### src/rtl/mem_sum_sweep.sv
// Sweep engine: reads in-bank words first_addr..last_addr and writes the sum of
// each word's byte halves to the same out-bank address, one word per clock.
module mem_sum_sweep #(
  parameter int AW = 4,
  parameter int DW = 16
) (
  input  logic          clk,
  input  logic          rst_n,
  input  logic          start,
  input  logic          abort,
  input  logic [AW-1:0] first_addr,
  input  logic [AW-1:0] last_addr,
  output logic [AW-1:0] in_addr,
  output logic          in_oe,
  input  logic [DW-1:0] in_rdata,
  output logic [AW-1:0] out_addr,
  output logic          out_we,
  output logic [DW-1:0] out_wdata,
  output logic          busy,
  output logic          done,
  output logic          range_err,
  output logic [AW:0]   carry_cnt,
  output logic [1:0]    dbg_state
);

  localparam int HW = DW / 2;

  typedef enum logic [1:0] {
    S_IDLE  = 2'd0,
    S_RUN   = 2'd1,
    S_DRAIN = 2'd2,
    S_DONE  = 2'd3
  } state_t;

  state_t        r_state;
  logic [AW-1:0] r_last;
  logic [AW-1:0] r_in_addr;
  logic [AW-1:0] r_out_addr;
  logic          r_in_oe;
  logic          r_out_we;
  logic          r_busy;
  logic          r_done;
  logic          r_range_err;
  logic [AW:0]   r_carry;
  logic [HW:0]   w_sum;

  assign w_sum = {1'b0, in_rdata[DW-1:HW]} + {1'b0, in_rdata[HW-1:0]};

  // Data is zero whenever no write is issued, so a tristate wrapper can key on out_we.
  assign out_wdata = r_out_we ? DW'(w_sum) : '0;

  assign in_addr   = r_in_addr;
  assign in_oe     = r_in_oe;
  assign out_addr  = r_out_addr;
  assign out_we    = r_out_we;
  assign busy      = r_busy;
  assign done      = r_done;
  assign range_err = r_range_err;
  assign carry_cnt = r_carry;
  assign dbg_state = r_state;

  always_ff @(posedge clk or negedge rst_n) begin
    if (!rst_n) begin
      r_state     <= S_IDLE;
      r_last      <= '0;
      r_in_addr   <= '0;
      r_out_addr  <= '0;
      r_in_oe     <= 1'b0;
      r_out_we    <= 1'b0;
      r_busy      <= 1'b0;
      r_done      <= 1'b0;
      r_range_err <= 1'b0;
      r_carry     <= '0;
    end else begin
      r_done      <= 1'b0;
      r_range_err <= 1'b0;
      r_out_addr  <= r_in_addr;
      // A write present on this edge always lands, even if abort is high now.
      if (r_out_we && w_sum[HW]) r_carry <= r_carry + (AW+1)'(1);
      case (r_state)
        S_IDLE: begin
          if (start) begin
            if (last_addr >= first_addr) begin
              r_last    <= last_addr;
              r_in_addr <= first_addr;
              r_in_oe   <= 1'b1;
              r_busy    <= 1'b1;
              r_carry   <= '0;
              r_state   <= S_RUN;
            end else begin
              r_range_err <= 1'b1;
            end
          end
        end
        S_RUN: begin
          if (abort) begin
            r_in_oe  <= 1'b0;
            r_out_we <= 1'b0;
            r_busy   <= 1'b0;
            r_state  <= S_IDLE;
          end else begin
            r_out_we <= 1'b1;
            // Stop on last_addr rather than incrementing, so the top address never wraps.
            if (r_in_addr == r_last) begin
              r_in_oe <= 1'b0;
              r_state <= S_DRAIN;
            end else begin
              r_in_addr <= r_in_addr + AW'(1);
            end
          end
        end
        S_DRAIN: begin
          r_out_we <= 1'b0;
          r_busy   <= 1'b0;
          if (abort) begin
            r_state <= S_IDLE;
          end else begin
            r_done  <= 1'b1;
            r_state <= S_DONE;
          end
        end
        S_DONE: begin
          r_state <= S_IDLE;
        end
      endcase
    end
  end

endmodule

### config.mk
export PLATFORM = sky130hd
export DESIGN_NAME = mem_sum_sweep
export DESIGN_NICKNAME = d
export VERILOG_FILES = /design/src/rtl/mem_sum_sweep.sv
export SDC_FILE = /design/constraint.sdc
export NUM_CORES = 1
export LEC_CHECK = 0
export BUFFER_PORTS_ARGS = -buffer_cell sky130_fd_sc_hd__buf_2
export CAP_MARGIN = 20
export CELL_PAD_IN_SITES_DETAIL_PLACEMENT = 0
export CELL_PAD_IN_SITES_GLOBAL_PLACEMENT = 1
export CORE_MARGIN = 4
export CORE_UTILIZATION = 36
export DETAILED_ROUTE_END_ITERATION = 10
export PLACE_DENSITY_LB_ADDON = 0.1
export SLEW_MARGIN = 20
export SYNTH_ARGS = -nofsm -noshare
export SYNTH_HDL_FRONTEND = slang
export SYNTH_SLANG_ARGS = --single-unit
### constraint.sdc
create_clock -name clk -period 2.1 [get_ports clk]
set_input_delay 0 -clock clk [delete_from_list [all_inputs] [get_ports clk]]
set_output_delay 0 -clock clk [all_outputs]
set_load 0.05 [all_outputs]
==> results.tsv <==
metric	value	unit
status	complete, no violations	
nets	305	
tightest_slew	0.5501	ns
end_kind	register	
maxSlewHeadroom	0.6333	
synth.ff_latch_count	24	
post_cts_buffers	0	
slowest_stage	dlygate4sd3_1	
crit_path_end	busy	
setup_violations	0	
grt_setup_unrepaired	false	
arrival	2.07	ns
first_pass_iters	4	
worstSetupPathType	in -> reg	
drt_iter0_markers	41	
grt_pass1_vias	1425	
antenna_found_initial	0	
drc	0	
r2r-start	in_addr[2]	
final_area	2183	sq um
setup_tns	0	ns
power_density	1406	nW/um^2
via_count	1511	
hp-start	last_addr[0]	
critPathBufInv	3	
worstSkewPairLatency	0.27	ns
ys.flop_type	dfrtp_1	
dpl.hpwl	3182	um
clock_sinks	24	
vias_per_cell	4.890	
cp_max_fo	3	
netlist-cell-type-count	42	
wl_per_cell	12.68	um
cp-start-kind	primary input	
hp-class	in -> reg	
cts_inserted_buffers	3	
placed_area	2078	sq um
r2r_slack	0.20	ns
crit_cells	9	
ant_nets	0	
cp-startpoint	last_addr[3]	
holdWs	0.004285	ns
final_core_util	0.4880	
area_delta_synth_final	28.21	%
cp_slowest_stage_delay	0.54	ns
die_y	76.78	um
p_leak	1.156	nW
drive_gt1_frac	0.2879	
rr_worst_depth	5	
clkTransAtPathRegs	0.08	ns
diodes	0	
worstPathRequired	2.26	ns
root_buffer	clkbuf_8	
fin_crit_sh	0.9128	
boundaryPins	64	
clock_path_buffers	2	
start_util	0.3806	
core_area	4474	sq um
cts_max_level	1	
ys_async_sr_fraction	1.000	
postSynthAreaPerCell	9.058	sq um
grt_max_degree	25	
finalCriticalPeriod	1.917	ns
gp_congestion	0.8042	
die_area	5894	sq um
fmax	521.7	MHz
rows	24	
finalNonFillerCells	309	
seq_area_frac_synth	0.3527	
r2r_end	in_addr[2]	
die_w	76.78	um
vdd_drop_max	0.6668	mV
synth-edff-count	0	
netlist_area	1703	sq um
cts_tree	yes	
ys_warn_count	0	
drv_cap	0	
grt.total_usage	0.1331	
final_cell_mix	56 x buf_2, 22 x nand2_1, 22 x dfrtp_1	
drv_slew	0	
grt_remaining_overflow	0	
grt_pass1_wl	6520	um
mostFrequentLayoutCell	buf_2	
crit_family	buffers and inverters	
path_cells	dlygate4sd3_1, buf_2, ha_1, o211ai_1, o21ai_0, buf_4, a21oi_1, or3_1, mux2i_1	
fin_skew	0.004989	ns
nFillCells	441	
routed_wl	3917	um
syn_inst	188	
post-place-cells	300	
portBuffers	56	
report.final.hold_viol_count	0	
==> kinds of logic after synthesis <==
family                     after synthesis  synth area share
other                                    1          0.002202
and+or+nand+nor                         66            0.1859
buffers and inverters                   25           0.07127
adders and majority gates               19            0.1440
DFF                                     24            0.3527
xor gates and xnor gates                 6           0.03086
muxes                                    7           0.04188
AOI/OAI and AO/OA                       40            0.1712
==> worst register-to-register path: cells and delay by family (launching register included) <==
family | cells | cell delay (ns)
DFF | 1 | 0.47
xor gates and xnor gates | 1 | 0.19
AOI/OAI and AO/OA | 4 | 1.14
==> how the worst min path moves through the flow <==
| stage | end | slack (ns) | cells after the start |
|---|---|---|---|
| after detailed placement | in_oe | 0.02 | 1 |
| final | r_last[0] | 0.004 | 3 |
| after global placement | in_oe | 0.02 | 1 |
| after floorplan | busy | -0.30 | 0 |
| after CTS | r_last[0] | 0.002 | 3 |
| after global routing | r_last[0] | 0.03 | 3 |
==> metal layers <==
metal / track usage / vias to the layer above / part of all wire
met2: 0.2369 / 44 / 0.49
met3: 0.02225 / 4 / 0.062
li1: - / 783 / -
met4: 0.03804 / 0 / 0.0089
met5: 0 / - / 0
met1: 0.1640 / 680 / 0.43
==> report_power, final <==
part / switching [mW] / internal (mW) / total, mW
registers: 0.158 / 0.652 / 0.810
logic: 1.36 / 0.584 / 1.94
clock network: 0.149 / 0.167 / 0.316
==> registers in the layout, indices dropped and copies added, names as in the netlist <==
register   flops
in_oe          1
busy           1
range_err      1
dbg_state      2
out_we         1
in_addr        4
carry_cnt      5
done           1
out_addr       4
r_last         4
==> area by class of cell <==
type,count,area (sq um),area share
well taps,52,65.06,0.02980
repair buffers,69,390.4,0.1788
clock buffers,4,55.05,0.02521
multi-input cells,145,1013,0.4642
inverters,15,56.30,0.02579
flip-flops and latches,24,603.1,0.2762
==> synth_stat cells (all sizes together), types with 5 or more instances <==
library cell	n	area, sq um
a21oi	8	40.04
xor2	6	52.55
buf	8	57.55
inv	15	56.30
nor3	5	25.02
nand2b	5	31.28
ha	18	225.2
nand3	9	45.04
o21ai	9	45.04
nand2	22	82.58
dfrtp	24	600.6
nor2	11	41.29
mux2i	6	60.06
==> through the flow <==
step                      setup WS [ns]  power (mW)
after floorplan                0.005001       2.289
final                            0.1830       3.070
after global placement           0.2349       2.783
after CTS                        0.1778       3.113
after detailed placement         0.2111       2.780
after global routing            0.05419       3.290
==> timing repair <==
action / in CTS / in global routing
hold buffers: 5 / 0
hold endpoints to repair: 28 / 0
resized for setup: 0 / 0
Note: power is estimated with default switching activity, not from simulation.
